<file path="src/rtl/fetch_queue_if.sv">
// Fetch queue bus bundle: redirect inputs, instruction memory port, consumer port.
// master = the fetch unit, slave = its environment (core + instruction memory).
interface fetch_queue_if #(
    parameter int unsigned W_CPU = 32,
    parameter int unsigned DEPTH = 4
);
    localparam int unsigned CW = $clog2(DEPTH) + 1;

    logic             redir_valid;
    logic [1:0]       redir_src;
    logic [W_CPU-1:0] redir_base;
    logic [25:0]      jump_addr;
    logic [15:0]      imm_addr;
    logic [W_CPU-1:0] reg_addr;

    logic             imem_req;
    logic [W_CPU-1:0] imem_addr;
    logic             imem_gnt;
    logic [31:0]      imem_rdata;

    logic             out_valid;
    logic             out_ready;
    logic [31:0]      out_instr;
    logic [W_CPU-1:0] out_pc;
    logic [CW-1:0]    count;

    modport master (
        input  redir_valid, redir_src, redir_base, jump_addr, imm_addr, reg_addr,
        input  imem_gnt, imem_rdata, out_ready,
        output imem_req, imem_addr, out_valid, out_instr, out_pc, count
    );

    modport slave (
        output redir_valid, redir_src, redir_base, jump_addr, imm_addr, reg_addr,
        output imem_gnt, imem_rdata, out_ready,
        input  imem_req, imem_addr, out_valid, out_instr, out_pc, count
    );
endinterface

</file>
<file path="src/rtl/fetch_queue.sv">
// Instruction prefetch queue: sequential fetch with at most one response in
// flight, a small FIFO of {pc, instr}, and jump/branch/register redirects that
// flush the queue and kill the outstanding response.
module fetch_queue #(
    parameter int unsigned     W_CPU    = 32,
    parameter int unsigned     DEPTH    = 4,
    parameter logic [W_CPU-1:0] RESET_PC = '0
) (
    input  logic           clk,
    input  logic           rst,
    fetch_queue_if.master  bus
);
    localparam int unsigned AW = (DEPTH > 1) ? $clog2(DEPTH) : 1;
    localparam int unsigned CW = $clog2(DEPTH) + 1;
    localparam int unsigned SW = CW + 1;

    localparam logic [W_CPU-1:0] PC_STEP    = W_CPU'(4);
    localparam logic [W_CPU-1:0] JUMP_MASK  = {{(W_CPU-28){1'b1}}, 28'h0};
    localparam logic [W_CPU-1:0] ALIGN_MASK = ~W_CPU'(3);

    logic [W_CPU-1:0] fetch_pc_q;
    logic [W_CPU-1:0] resp_pc_q;
    logic             inflight_q;
    logic [AW-1:0]    rd_ptr_q;
    logic [AW-1:0]    wr_ptr_q;
    logic [CW-1:0]    count_q;

    logic [W_CPU-1:0] pc_mem    [DEPTH];
    logic [31:0]      instr_mem [DEPTH];

    logic             redir_c;
    logic [W_CPU-1:0] seq_pc_c;
    logic [W_CPU-1:0] target_c;
    logic             req_c;
    logic             grant_c;
    logic             push_c;
    logic             pop_c;

    // Redirect decode and target selection
    always_comb begin
        redir_c  = bus.redir_valid && (bus.redir_src != 2'd0);
        seq_pc_c = bus.redir_base + PC_STEP;
        target_c = fetch_pc_q;
        case (bus.redir_src)
            2'd1:    target_c = (seq_pc_c & JUMP_MASK) | (W_CPU'(bus.jump_addr) << 2);
            2'd2:    target_c = seq_pc_c
                              + ({{(W_CPU-16){bus.imm_addr[15]}}, bus.imm_addr} << 2);
            2'd3:    target_c = bus.reg_addr & ALIGN_MASK;
            default: target_c = fetch_pc_q;
        endcase
    end

    // Request only when the queue can absorb every outstanding response
    always_comb begin
        req_c   = 1'b0;
        grant_c = 1'b0;
        push_c  = 1'b0;
        pop_c   = 1'b0;
        if (!rst && !redir_c) begin
            req_c  = (SW'(count_q) + SW'(inflight_q)) < SW'(DEPTH);
            push_c = inflight_q;
            pop_c  = (count_q != '0) && bus.out_ready;
        end
        grant_c = req_c && bus.imem_gnt;
    end

    // Fetch PC, in-flight tracking and queue pointers
    always_ff @(posedge clk) begin
        if (rst) begin
            fetch_pc_q <= RESET_PC;
            resp_pc_q  <= RESET_PC;
            inflight_q <= 1'b0;
            rd_ptr_q   <= '0;
            wr_ptr_q   <= '0;
            count_q    <= '0;
        end else if (redir_c) begin
            fetch_pc_q <= target_c;
            inflight_q <= 1'b0;
            rd_ptr_q   <= '0;
            wr_ptr_q   <= '0;
            count_q    <= '0;
        end else begin
            inflight_q <= grant_c;
            if (grant_c) begin
                fetch_pc_q <= fetch_pc_q + PC_STEP;
                resp_pc_q  <= fetch_pc_q;
            end
            if (push_c) begin
                wr_ptr_q <= wr_ptr_q + AW'(1);
            end
            if (pop_c) begin
                rd_ptr_q <= rd_ptr_q + AW'(1);
            end
            if (push_c && !pop_c) begin
                count_q <= count_q + CW'(1);
            end else if (pop_c && !push_c) begin
                count_q <= count_q - CW'(1);
            end
        end
    end

    // Queue storage: capture the response alongside the address it was fetched from
    always_ff @(posedge clk) begin
        if (push_c) begin
            pc_mem[wr_ptr_q]    <= resp_pc_q;
            instr_mem[wr_ptr_q] <= bus.imem_rdata;
        end
    end

    assign bus.imem_req  = req_c;
    assign bus.imem_addr = fetch_pc_q;
    assign bus.out_valid = (count_q != '0);
    assign bus.out_pc    = pc_mem[rd_ptr_q];
    assign bus.out_instr = instr_mem[rd_ptr_q];
    assign bus.count     = count_q;
endmodule

</file>
<file path="src/flat_wrapper.sv">
// flat-port wrapper written by rule: the top's interface ports become plain ports
module fetch_queue_flat 
#(
    parameter int unsigned     W_CPU    = 32,
    parameter int unsigned     DEPTH    = 4,
    parameter logic [W_CPU-1:0] RESET_PC = '0
)
  (clk, rst, bus_redir_valid, bus_redir_src, bus_redir_base, bus_jump_addr, bus_imm_addr, bus_reg_addr, bus_imem_gnt, bus_imem_rdata, bus_out_ready, bus_imem_req, bus_imem_addr, bus_out_valid, bus_out_instr, bus_out_pc, bus_count);
  fetch_queue_if #(.W_CPU(W_CPU), .DEPTH(DEPTH)) bus_i ();
  input  logic clk;
  input  logic rst;
  input wire logic [$bits(bus_i.redir_valid)-1:0] bus_redir_valid;
  input wire logic [$bits(bus_i.redir_src)-1:0] bus_redir_src;
  input wire logic [$bits(bus_i.redir_base)-1:0] bus_redir_base;
  input wire logic [$bits(bus_i.jump_addr)-1:0] bus_jump_addr;
  input wire logic [$bits(bus_i.imm_addr)-1:0] bus_imm_addr;
  input wire logic [$bits(bus_i.reg_addr)-1:0] bus_reg_addr;
  input wire logic [$bits(bus_i.imem_gnt)-1:0] bus_imem_gnt;
  input wire logic [$bits(bus_i.imem_rdata)-1:0] bus_imem_rdata;
  input wire logic [$bits(bus_i.out_ready)-1:0] bus_out_ready;
  output wire logic [$bits(bus_i.imem_req)-1:0] bus_imem_req;
  output wire logic [$bits(bus_i.imem_addr)-1:0] bus_imem_addr;
  output wire logic [$bits(bus_i.out_valid)-1:0] bus_out_valid;
  output wire logic [$bits(bus_i.out_instr)-1:0] bus_out_instr;
  output wire logic [$bits(bus_i.out_pc)-1:0] bus_out_pc;
  output wire logic [$bits(bus_i.count)-1:0] bus_count;
  assign bus_i.redir_valid = bus_redir_valid;
  assign bus_i.redir_src = bus_redir_src;
  assign bus_i.redir_base = bus_redir_base;
  assign bus_i.jump_addr = bus_jump_addr;
  assign bus_i.imm_addr = bus_imm_addr;
  assign bus_i.reg_addr = bus_reg_addr;
  assign bus_i.imem_gnt = bus_imem_gnt;
  assign bus_i.imem_rdata = bus_imem_rdata;
  assign bus_i.out_ready = bus_out_ready;
  assign bus_imem_req = bus_i.imem_req;
  assign bus_imem_addr = bus_i.imem_addr;
  assign bus_out_valid = bus_i.out_valid;
  assign bus_out_instr = bus_i.out_instr;
  assign bus_out_pc = bus_i.out_pc;
  assign bus_count = bus_i.count;
  fetch_queue #(.W_CPU(W_CPU), .DEPTH(DEPTH), .RESET_PC(RESET_PC)) u_core (.clk(clk), .rst(rst), .bus(bus_i));
endmodule
</file>
<file path="config.mk">
export PLATFORM = sky130hd
export DESIGN_NAME = fetch_queue_flat
export DESIGN_NICKNAME = d
export VERILOG_FILES = /design/src/rtl/fetch_queue_if.sv /design/src/rtl/fetch_queue.sv /design/src/flat_wrapper.sv
export SDC_FILE = /design/constraint.sdc
export NUM_CORES = 1
export LEC_CHECK = 0
export CELL_PAD_IN_SITES_DETAIL_PLACEMENT = 0
export CELL_PAD_IN_SITES_GLOBAL_PLACEMENT = 1
export CORE_MARGIN = 2
export CORE_UTILIZATION = 44
export CTS_CLUSTER_SIZE = 30
export DETAILED_ROUTE_END_ITERATION = 12
export PLACE_DENSITY = 0.8
export REMOVE_ABC_BUFFERS = 1
export SETUP_SLACK_MARGIN = 0.5
export SLEW_MARGIN = 0
export SYNTH_ARGS = -nofsm -noshare
export SYNTH_HDL_FRONTEND = slang
export SYNTH_SLANG_ARGS = --single-unit
</file>
<file path="constraint.sdc">
create_clock -name clk -period 5.8 [get_ports clk]
set_input_delay 1.74 -clock clk [delete_from_list [all_inputs] [get_ports clk]]
set_output_delay 1.74 -clock clk [all_outputs]
set_load 0.02 [all_outputs]
</file>
==> flow_metrics.py <==
metrics = {
    "worst_setup_path": {
        "crit_arrival_ns": 5.44,
        "crit_path_cell_trace": "clkdlybuf4s50_1, buf_4, and4_1, nand4_1, xnor2_1, ha_1, and4_1, a21oi_1, o21ai_0, a31oi_1, o21ai_1, buf_4, o21ai_0, mux2_2, a21oi_1",
        "crit_path_top_delay_cell": "clkdlybuf4s50_1",
        "endpoint_kind": "register",
        "cp_top_family": "compound AO/OA/AOI/OAI gates",
        "path_buf_inv": 3,
        "start_kind": "primary input",
        "crit_path_max_incr_delay_ns": 0.48,
        "cp_max_fo": 6,
        "critPathRequiredTime_ns": 6.27,
        "crit_type": "in -> reg",
    },
    "placement": {
        "routabilityCongestion": 0.853,
        "portBuffers": 243,
        "placed_area_um2": 18600,
        "hpwlAfterDp_um": 26300,
    },
    "synth": {
        "ys_types": 72,
        "synth_common_cells": "edfxtp_1, nand2_1, a21oi_1",
        "synth_flop_cell": "edfxtp_1",
        "synth_area_leader_cell": "edfxtp_1",
        "ys_seq_area_frac": 0.592,
        "syn_area_per_cell_um2": 13.0,
        "synth_top_area_share": 0.496,
        "synth_area_um2": 15500,
        "ys_ff_latch": 330,
        "synthMostInstantiatedCell": "edfxtp_1",
        "synth_enable_flop_cells": 256,
        "synthTopCellsByArea": "edfxtp_1, dfxtp_1, mux4_2",
        "yosys_warnings": 0,
        "synth_cells": 1190,
        "async_flop_share": 0,
    },
    "timing": {
        "final-hold-violation-count": 0,
        "whs_ns": 0.491,
        "worst_slew_pin_slew_ns": 0.960,
        "setup_viol": 0,
        "rsz0062_at_grt": "false",
        "fmax_mhz": 201,
        "skew_ns": 0.00766,
        "max_slew_margin": 0.355,
        "slew_viol_final": 0,
        "period_minus_slack_ns": 4.96,
        "fin_crit_sh": 0.856,
    },
    "cells_and_area": {
        "utilization": 0.564,
        "area_growth_pct": 26.1,
        "layout-drive-gt1-share": 0.120,
        "regArea_um2": 9180,
        "fill_cells": 2877,
        "final_cell_area_um2": 19500,
        "num_antenna_cells": 0,
        "multi_input_area_um2": 5970,
        "fin_nets": 1632,
    },
    "min_path": {
        "holdCritPathClass": "reg -> reg",
    },
    "outcome": {
        "status": "complete, no violations",
    },
    "route": {
        "drc": 0,
        "met3_length_um": 2200,
        "wl_met2_um": 18400,
        "wl_um": 38000,
        "drt_pass1_iterations": 5,
        "m1WireLength_um": 16700,
        "viasPerCell": 5.47,
        "drtAntennaViolNets": 0,
        "top_layer_used": "met4",
        "drt-initial-drc-count": 545,
        "vias": 10500,
        "wire_per_inst_um": 19.8,
    },
    "grt": {
        "grt_max_degree": 65,
        "grt_pass1_wl_um": 59000,
        "antenna_found_initial": 0,
        "track_usage": 0.206,
        "first_global_vias": 10700,
        "grt_overflow": 0,
    },
    "clock_network": {
        "insertion_delay_ns": 0.54,
        "cts.sink_count": 330,
        "tritoncts": "done",
        "cts.clk_slew.worst_paths_ns": 0.06,
        "cts_htree_levels": 1,
        "cts_buffer_depth": 3,
        "cts_buffers": 31,
        "cts-root-buf": "clkbuf_16",
    },
    "power_and_ir_drop": {
        "irDropWorstVdd_v": 0.000246,
        "p_leak_nw": 6.80,
        "powerDensity_nw_per_um2": 264,
    },
    "floorplanning": {
        "core_area_um2": 34600,
        "die_y_um": 192,
        "start_util": 0.447,
        "die-area_um2": 36700,
        "rows": 68,
        "die_w_um": 192,
        "io_pins": 246,
    },
    "job": {
        "maxCapViolCount": 0,
    },
}
[kinds of logic (layout without fill, tap and decap cells)]
family                   count (synthesis)  in the layout  synth area share
multiplexers                            81             81             0.104
AND/OR/NAND/NOR                        326            326             0.104
buffers and inverters                   88            362            0.0240
flip-flops                             330            330             0.592
AO/OA/AOI/OAI                          269            269             0.109
XOR/XNOR                                50             50            0.0292
adder cells (fa/ha/maj)                 46             46            0.0381
[final timing paths]
| check | cells after the start | endpoint | startpoint | slack, ns |
|---|---|---|---|---|
| setup / recovery | 15 | u_core.bus.imem_addr[25] | bus_redir_base[5] | 0.84 |
| hold / removal | 2 | u_core.bus.imem_addr[1] | u_core.bus.imem_addr[1] | 0.49 |
| setup reg to reg | 9 | u_core.bus.imem_addr[28] | u_core.bus.imem_addr[2] | 3.06 |
| hold reg to reg | 2 | u_core.bus.imem_addr[1] | u_core.bus.imem_addr[1] | 0.49 |
[registers in the layout, indices dropped and copies added, names as in the netlist, named ones only]
signal                flops
u_core.bus.imem_addr     32
u_core.instr_mem        128
u_core.bus.count          3
u_core.wr_ptr_q           2
u_core.resp_pc_q         32
u_core.rd_ptr_q           2
u_core.inflight_q         1
u_core.pc_mem           128
[power by group]
group / internal [mW] / switching (mW)
combinational: 0.295 / 0.328
sequential: 2.56 / 0.0331
clock: 1.11 / 0.824
[routing by layer]
layer	track usage	vias up
met5	0	-
met4	0.0464	0
met3	0.0316	46
met2	0.357	309
met1	0.273	5042
li1	-	5096
[placed cells by master (no fill, tap or decap), types with 23 or more instances in the layout]
cell type / netlist / final
nor2_1: 41 / 41
clkbuf_16: 0 / 31
nand3_1: 36 / 36
o21ai_0: 53 / 52
edfxtp_1: 256 / 256
clkdlybuf4s50_1: 0 / 241
dfxtp_1: 74 / 72
mux4_2: 64 / 64
a21o_1: 23 / 23
xnor2_1: 33 / 33
and3_1: 24 / 24
inv_1: 31 / 31
a21oi_1: 96 / 96
buf_4: 1 / 27
ha_1: 44 / 44
nand2_1: 131 / 131
[cell type report]
| type | instances | share of cell area |
|---|---|---|
| inverters | 31 | 0.00596 |
| flip-flops and latches | 330 | 0.470 |
| well taps | 455 | 0.0291 |
| clock buffers | 35 | 0.0405 |
| repair buffers | 275 | 0.140 |
| clock inverters | 21 | 0.00961 |
| multi-input cells | 772 | 0.305 |
[tightest hold or removal path: cells and delay by family (launching register included)]
family	cells	cell delay, ns
flip-flops	1	0.33
AND/OR/NAND/NOR	1	0.06
AO/OA/AOI/OAI	1	0.05
[metrics by stage]
| stage | power [mW] | setup TNS [ns] | instances | setup slack, ns |
|---|---|---|---|---|
| 6_report | 5.15 | 0 | 1919 | 0.836 |
| 5_1_grt | 5.35 | 0 | 1919 | 0.558 |
| 4_1_cts | 5.20 | 0 | 1919 | 0.533 |
| 3_5_place_dp | 3.27 | 0 | 1863 | 0.211 |
| 3_3_place_gp | 3.26 | 0 | 1863 | 0.233 |
| 2_1_floorplan | 2.97 | -0.0713 | 1133 | -0.0713 |
[timing repair]
action / in CTS / in global routing
hold buffers: 0 / 0
buffers inserted: 0 / 0
resized for setup: 0 / 2
setup endpoints to repair: 0 / 2
No activity file was read; power rests on OpenSTA's default activity.
